**config.mk**
```make
export PLATFORM = sky130hd
export DESIGN_NAME = serial_borrow_subtractor
export DESIGN_NICKNAME = d
export VERILOG_FILES = /design/src/rtl/serial_borrow_subtractor.sv
export SDC_FILE = /design/constraint.sdc
export NUM_CORES = 1
export LEC_CHECK = 0
export CELL_PAD_IN_SITES_DETAIL_PLACEMENT = 1
export CELL_PAD_IN_SITES_GLOBAL_PLACEMENT = 1
export CORE_ASPECT_RATIO = 0.75
export CORE_UTILIZATION = 42
export CTS_CLUSTER_SIZE = 30
export DETAILED_ROUTE_END_ITERATION = 8
export PLACE_DENSITY_LB_ADDON = 0.1
export SETUP_SLACK_MARGIN = 0.05
export SYNTH_ARGS = -nofsm -noshare
export SYNTH_HDL_FRONTEND = slang
export SYNTH_SLANG_ARGS = --single-unit
```
**constraint.sdc**
```tcl
create_clock -name clk -period 8.4 [get_ports clk]
set_input_delay 1.68 -clock clk [delete_from_list [all_inputs] [get_ports clk]]
set_output_delay 1.68 -clock clk [all_outputs]
set_load 0.05 [all_outputs]
```
**src/rtl/serial_borrow_subtractor.sv**
```systemverilog
// rtl/serial_borrow_subtractor.sv - multi-cycle ripple-borrow subtractor, DIGIT bits per clock
module serial_borrow_subtractor #(
    parameter int WIDTH = 32,
    parameter int DIGIT = 4
) (
    input  logic             clk,
    input  logic             rst_n,
    input  logic             in_valid,
    output logic             in_ready,
    input  logic [WIDTH-1:0] a,
    input  logic [WIDTH-1:0] b,
    input  logic             bin,
    output logic             out_valid,
    input  logic             out_ready,
    output logic [WIDTH-1:0] diff,
    output logic             bout,
    output logic             ovf,
    output logic             zero
);

    localparam int N  = WIDTH / DIGIT;
    // A single-slice configuration still needs a one-bit counter to exist.
    localparam int CW = (N > 1) ? $clog2(N) : 1;

    typedef enum logic [1:0] {
        IDLE = 2'd0,
        BUSY = 2'd1,
        DONE = 2'd2
    } state_t;

    state_t           state;
    state_t           state_nxt;
    logic [WIDTH-1:0] a_r;
    logic [WIDTH-1:0] b_r;
    logic             borrow;
    logic [CW-1:0]    cnt;
    logic             last;
    logic [DIGIT-1:0] d;
    logic             brw_n;
    logic [WIDTH-1:0] diff_nxt;

    assign last = (cnt == CW'(N - 1));

    // State register; an asynchronous reset aborts any operation in flight.
    always_ff @(posedge clk or negedge rst_n) begin
        if (!rst_n) begin
            state <= IDLE;
        end else begin
            state <= state_nxt;
        end
    end

    // Next-state: accept only from IDLE, hand off only from DONE (never both in one cycle).
    always_comb begin
        state_nxt = state;
        case (state)
            IDLE:    if (in_valid)  state_nxt = BUSY;
            BUSY:    if (last)      state_nxt = DONE;
            DONE:    if (out_ready) state_nxt = IDLE;
            default: state_nxt = IDLE;
        endcase
    end

    // Handshake outputs decoded from state.
    always_comb begin
        in_ready  = (state == IDLE);
        out_valid = (state == DONE);
    end

    // One slice of the borrow chain and the diff word with that slice merged in.
    always_comb begin
        {brw_n, d} = {1'b0, a_r[cnt*DIGIT +: DIGIT]}
                   - {1'b0, b_r[cnt*DIGIT +: DIGIT]}
                   - {{DIGIT{1'b0}}, borrow};
        diff_nxt = diff;
        diff_nxt[cnt*DIGIT +: DIGIT] = d;
    end

    // Datapath: capture operands on accept, ripple one slice per BUSY cycle, flag on the last.
    always_ff @(posedge clk or negedge rst_n) begin
        if (!rst_n) begin
            a_r    <= '0;
            b_r    <= '0;
            borrow <= 1'b0;
            cnt    <= '0;
            diff   <= '0;
            bout   <= 1'b0;
            ovf    <= 1'b0;
            zero   <= 1'b0;
        end else begin
            case (state)
                IDLE: begin
                    if (in_valid) begin
                        a_r    <= a;
                        b_r    <= b;
                        borrow <= bin;
                        cnt    <= '0;
                    end
                end
                BUSY: begin
                    diff   <= diff_nxt;
                    borrow <= brw_n;
                    if (last) begin
                        cnt  <= '0;
                        bout <= brw_n;
                        // bin only feeds the borrow chain; overflow looks at operand and result signs.
                        ovf  <= (a_r[WIDTH-1] != b_r[WIDTH-1]) &&
                                (diff_nxt[WIDTH-1] != a_r[WIDTH-1]);
                        zero <= (diff_nxt == '0);
                    end else begin
                        cnt <= cnt + CW'(1);
                    end
                end
                default: ;
            endcase
        end
    end

endmodule
```
==> results.py, run 1 <==
metrics = {
    "global_routing": {
        "grt_overflow_total": 0,
        "grtUsageMet2_pct": 37.72,
        "grt_max_degree": 78,
        "top_usage_layer": "met2",
        "first_global_vias": 4503,
        "use_met3_pct": 5.808,
        "use_met1_pct": 36.31,
        "grt_use_total_pct": 24.62,
        "grt_pass1_wl_um": 23940,
        "antenna_found_initial": 0,
    },
    "logic_synthesis": {
        "muxShareOfSynthArea_pct": 11.05,
        "async_reset_ff_share_pct": 100.0,
        "avgSynthCellArea_um2": 9.297,
        "synth_top_area_share_pct": 51.11,
        "syn_inst": 553,
        "synth_common_cells": "nand2_1 (234), dfrtp_1 (105), o21ai_0 (25)",
        "ys_seq_area_share_pct": 51.11,
        "yosys_most_used_dff": "dfrtp_1",
        "synth_fa_ha_area_share_pct": 2.726,
        "yosys.cell_types.count": 47,
        "yosysMostFrequentCell": "nand2_1",
        "synthTopCellsByArea": "dfrtp_1 (51%), nand2_1 (17%), mux4_2 (7.0%)",
        "synth-seq-cells": 105,
        "synthSimpleGateAreaFrac_pct": 24.09,
        "ys.warnings.count": 0,
        "syn_area_um2": 5141,
        "synth_top_family_by_area": "simple AND/OR/NAND/NOR gates",
        "synth_top_area_cell": "dfrtp_1",
        "syn-num-nets": 632,
        "synth-edff-count": 0,
        "synth_xor_area_share_pct": 0.3407,
        "synth-compound-area-share_pct": 7.228,
    },
    "sta": {
        "tns_ns": 0,
        "period_needed_ns": 4.243,
        "hold_viol": 0,
        "fin_skew_ns": 0.007178,
        "setup_viol": 0,
        "hold_ws_ns": 0.4749,
        "max_clock_freq_ghz": 0.2357,
        "rsz0062_at_grt": "false",
        "final_max_slew_viol_count": 0,
        "worst_pin_slew_ns": 1.230,
        "period_share_pct": 50.51,
        "slew_headroom_pct": 18.00,
    },
    "final_layout": {
        "drive_above_1_share_pct": 8.320,
        "diodes": 0,
        "layout.cells.non_filler": 811,
        "area_growth_syn_to_layout_pct": 28.43,
        "final_util_pct": 56.23,
        "nets": 723,
    },
    "clocking": {
        "numCtsBuffers": 9,
        "tritoncts": "yes",
        "ctsHoldBuffers": 0,
        "clk_pin_slew_ns": 0.07,
        "cts_setup_buffers": 0,
        "h-tree-depth": 3,
        "insertion_delay_ns": 0.34,
        "clock_sinks": 105,
        "clockBufferDepth": 2,
        "root_buffer": "clkbuf_16",
        "cts_resized": 0,
    },
    "detailed_routing": {
        "detail-route-antenna-nets": 0,
        "drt_iter0_drc": 204,
        "drc": 0,
        "via_count": 4294,
        "viasPerCell": 5.295,
        "wire_per_inst_um": 18.06,
        "dr.pass1.iters": 4,
        "drt_wl_total_um": 14640,
    },
    "run_status": {
        "status": "finished clean",
    },
    "critical_path": {
        "cp_max_fo": 20,
        "cp.required_ns": 8.66,
        "cp-end-kind": "register",
        "arrival_ns": 4.50,
        "critPathKind": "register to register",
        "worst_setup_path_start_kind": "register",
    },
    "floorplan": {
        "die_area_um2": 12690,
        "num_rows": 34,
        "ios": 106,
        "coreArea_um2": 11740,
        "start_util_pct": 43.79,
        "die_h_um": 97.82,
        "die_w_um": 129.8,
    },
    "min_path": {
        "hold_path_class": "register to register",
    },
    "place": {
        "io_buffers": 105,
        "dp_hpwl_um": 10780,
        "gp_congestion": 0.8701,
        "dpl.cell_count": 795,
    },
    "job": {
        "cap_violations": 0,
    },
}
through the flow:
step	setup WS, ns	instance area, um2
after global routing	3.848	6603
after floorplan	4.862	5141
final	4.157	6603
after CTS	4.149	6603
after global placement	4.223	6302
after detailed placement	4.219	6302
cell usage in the layout (no fill, tap or decap), drive strengths merged, types with 5 or more instances in the layout:
cell type        n
dfrtp          105
nor2            18
clkbuf          12
mux4            16
ha               8
o21ai           25
nor4             5
nand2b           8
mux2i            9
o31ai            5
nand2          234
mux2             9
nand3            8
clkdlybuf4s50  104
nor3             6
inv             17
a21oi           10
final cells by class:
class / count / area (um2)
Fill cell: 1367 / 5139
Sequential cell: 105 / 2629
Multi-Input combinational cell: 404 / 2340
Timing Repair Buffer: 108 / 1071
Clock buffer: 12 / 266.5
Tap cell: 162 / 202.7
Inverter: 16 / 60.06
Clock inverter: 4 / 33.78
critical path: stages, from the launching register on:
cell and delay (ns):
dfrtp_1 0.88, mux4_2 0.42, nand2_1 0.08, nand2_1 0.08
fa_1 0.42, fa_1 0.44, xnor2_1 0.80, a21oi_1 0.15
a2111oi_0 0.50, a41oi_1 0.18, nor3b_1 0.19
final timing paths:
| path | startpoint | slack, ns | to | cells past startpoint |
|---|---|---|---|---|
| max in group asynchronous | rst_n | 5.81 | cnt[0] | 2 |
| worst max register to register | cnt[1] | 4.16 | zero | 10 |
| worst max-delay path | cnt[1] | 4.16 | zero | 10 |
| min in group asynchronous | rst_n | 1.24 | b_r[21] | 1 |
| worst min register to register | b_r[23] | 0.47 | b_r[23] | 2 |
| worst min-delay path | b_r[23] | 0.47 | b_r[23] | 2 |
flip-flops by register name, indices dropped and copies added, names as in the netlist:
signal,flops
b_r,32
zero,1
state,2
ovf,1
diff,32
borrow,1
cnt,3
a_r,32
bout,1
routing by layer:
| layer | wire length [um] | share of wire [%] | vias to the layer above |
|---|---|---|---|
| met5 | 0 | 0 | - |
| li1 | - | - | 2029 |
| met2 | 6647 | 45 | 114 |
| met1 | 7170 | 49 | 2143 |
| met3 | 743 | 5.1 | 8 |
| met4 | 82 | 0.56 | 0 |
cells by family after synthesis:
group                    after synthesis
AND/OR/NAND/NOR                      299
flip-flops                           105
AO/OA/AOI/OAI                         59
buffers and inverters                 44
multiplexers                          34
adder cells (fa/ha/maj)               10
XOR/XNOR                               2
Power of run 1 is left out: the tool's default activity adds up to more than one toggle a clock period on the data nets, which glitch-free logic cannot reach.
==> run 2: changes to the inputs <==
--- a/config.mk
+++ b/config.mk
@@ -8,7 +8,7 @@
 export CELL_PAD_IN_SITES_DETAIL_PLACEMENT = 1
 export CELL_PAD_IN_SITES_GLOBAL_PLACEMENT = 1
 export CORE_ASPECT_RATIO = 0.75
-export CORE_UTILIZATION = 42
+export CORE_UTILIZATION = 35
 export CTS_CLUSTER_SIZE = 30
 export DETAILED_ROUTE_END_ITERATION = 8
 export PLACE_DENSITY_LB_ADDON = 0.1
==> constraint.sdc (replaced) <==
create_clock -name clk -period 3.7 [get_ports clk]
set_input_delay 0.74 -clock clk [delete_from_list [all_inputs] [get_ports clk]]
set_output_delay 0.74 -clock clk [all_outputs]
set_load 0.05 [all_outputs]
==> run 2 against run 1 <==
Die area rose by 20%. Final cell count rose by 5.3%. Hold slack got worse by 0.12 ns. Critical path depth rose by 1. Utilization decreased by 8.0 points. Global-route usage shrank 3.6 points. Largest cell class unchanged.
==> results.py, run 2 (synthesis results as in run 1) <==
metrics = {
    "run_status": {
        "status": "finished clean",
    },
    "critical_path": {
        "timing.critical_path.buf_inv": 1,
        "reg2regPathDepth": 11,
        "crit_slowest_cell": "fa_1",
        "worst_setup_path_start_kind": "register",
        "path_cells": "buf_12 > mux4_2 > mux2i_1 > fa_1 > fa_1 > nor2_1 > a21boi_0 > mux2i_1 > a2111oi_1 > a41oi_1 > nor3b_1",
        "cp-end-kind": "register",
        "critical_path.max_stage_delay_ns": 0.53,
        "reg2reg_slack_ns": 0.24,
        "arrival_ns": 3.71,
        "cp_top_family": "multiplexers",
        "cp.required_ns": 3.96,
        "rr_endpoint": "zero",
        "critPathKind": "register to register",
        "reg2reg_from": "cnt[0]",
        "cp_max_fo": 6,
    },
    "floorplan": {
        "ios": 106,
        "start_util_pct": 36.65,
        "num_rows": 37,
        "die_area_um2": 15180,
        "die_h_um": 107.0,
        "die_w_um": 142.0,
        "coreArea_um2": 14030,
    },
    "min_path": {
        "hold_path_class": "input pin to async pin",
    },
    "detailed_routing": {
        "via_count": 4310,
        "detail-route-antenna-nets": 0,
        "drc": 0,
        "viasPerCell": 5.047,
        "wire_per_inst_um": 17.45,
        "drt_iter0_drc": 249,
        "dr.pass1.iters": 5,
        "drt_wl_total_um": 14900,
    },
    "global_routing": {
        "grt_max_degree": 70,
        "grt_use_total_pct": 21.06,
        "antenna_found_initial": 0,
        "grt_pass1_wl_um": 24370,
        "grt_overflow_total": 0,
        "first_global_vias": 4497,
    },
    "job": {
        "cap_violations": 0,
    },
    "sta": {
        "period_share_pct": 93.47,
        "worst_pin_slew_ns": 0.7157,
        "fin_skew_ns": 0.008960,
        "hold_viol": 0,
        "max_clock_freq_ghz": 0.2891,
        "slew_headroom_pct": 51.85,
        "rsz0062_at_grt": "false",
        "tns_ns": 0,
        "setup_viol": 0,
        "final_max_slew_viol_count": 0,
        "period_needed_ns": 3.459,
    },
    "place": {
        "gp_congestion": 0.8593,
        "io_buffers": 105,
        "dp_hpwl_um": 11140,
    },
    "final_layout": {
        "n_fill_cell": 1619,
        "layout_common_cells": "nand2_1 (233), clkdlybuf4s50_1 (104), dfrtp_1 (103), o21ai_0 (25), nor2_1 (18)",
        "diodes": 0,
        "nets": 734,
        "top_regs": "a_r: 32 flops, b_r: 32 flops, diff: 32 flops",
        "final_common_cell": "nand2_1",
        "area_growth_syn_to_layout_pct": 31.61,
        "drive_above_1_share_pct": 9.863,
    },
    "clocking": {
        "clock_sinks": 105,
        "numCtsBuffers": 9,
        "clk_pin_slew_ns": 0.07,
        "ctsHoldBuffers": 0,
        "insertion_delay_ns": 0.35,
        "h-tree-depth": 3,
        "root_buffer": "clkbuf_16",
        "clockBufferDepth": 2,
        "tritoncts": "yes",
    },
}
## run 2: area by class of cell
class                           instances  area (um2)  area share, %
Multi-Input combinational cell        404        2341          34.60
Tap cell                              195       244.0          3.606
Clock buffer                           10       239.0          3.532
Sequential cell                       105        2630          38.87
Timing Repair Buffer                  119        1191          17.60
Inverter                               16       60.06         0.8876
Clock inverter                          5       61.31         0.9061
## run 2: routing by layer
| layer | vias up | GRT usage [%] | wire, um |
|---|---|---|---|
| met3 | 13 | 4.198 | 834 |
| li1 | 2049 | - | - |
| met5 | - | 0 | 0 |
| met1 | 2124 | 32.23 | 7639 |
| met4 | 0 | 4.378 | 134 |
| met2 | 124 | 30.65 | 6294 |
## run 2: stage by stage
| stage | worst slack (ns) | hold WS [ns] | std cells | util, % | area (um2) |
|---|---|---|---|---|---|
| 2_1_floorplan | 0.1619 | 0.4403 | 553 | - | 5141 |
| 3_3_place_gp | 0.2893 | 0.4535 | 837 | 45.88 | 6436 |
| 4_1_cts | 0.05924 | 0.3691 | 852 | 48.02 | 6736 |
| 6_report | 0.2414 | 0.3576 | 854 | 48.24 | 6766 |
| 3_5_place_dp | 0.1260 | 0.4612 | 837 | 45.88 | 6436 |
| 5_1_grt | 0.04496 | 0.3836 | 854 | 48.24 | 6766 |
## run 2: what timing repair did
item,in CTS,in global routing
resized for setup,0,2
buffers inserted,0,2
endpoints found under the setup margin,0,2
## run 2: worst max-delay path by stage
stage | start | endpoint | slack, ns | cells after the start
after global routing | cnt[0] | diff[27] | 0.04 | 10
after CTS | cnt[0] | zero | 0.06 | 10
final | cnt[0] | zero | 0.24 | 11
after global placement | cnt[0] | zero | 0.29 | 10
after detailed placement | cnt[0] | zero | 0.13 | 10
after floorplan | cnt[0] | zero | 0.16 | 12
Power of run 2 is left out for the same reason.
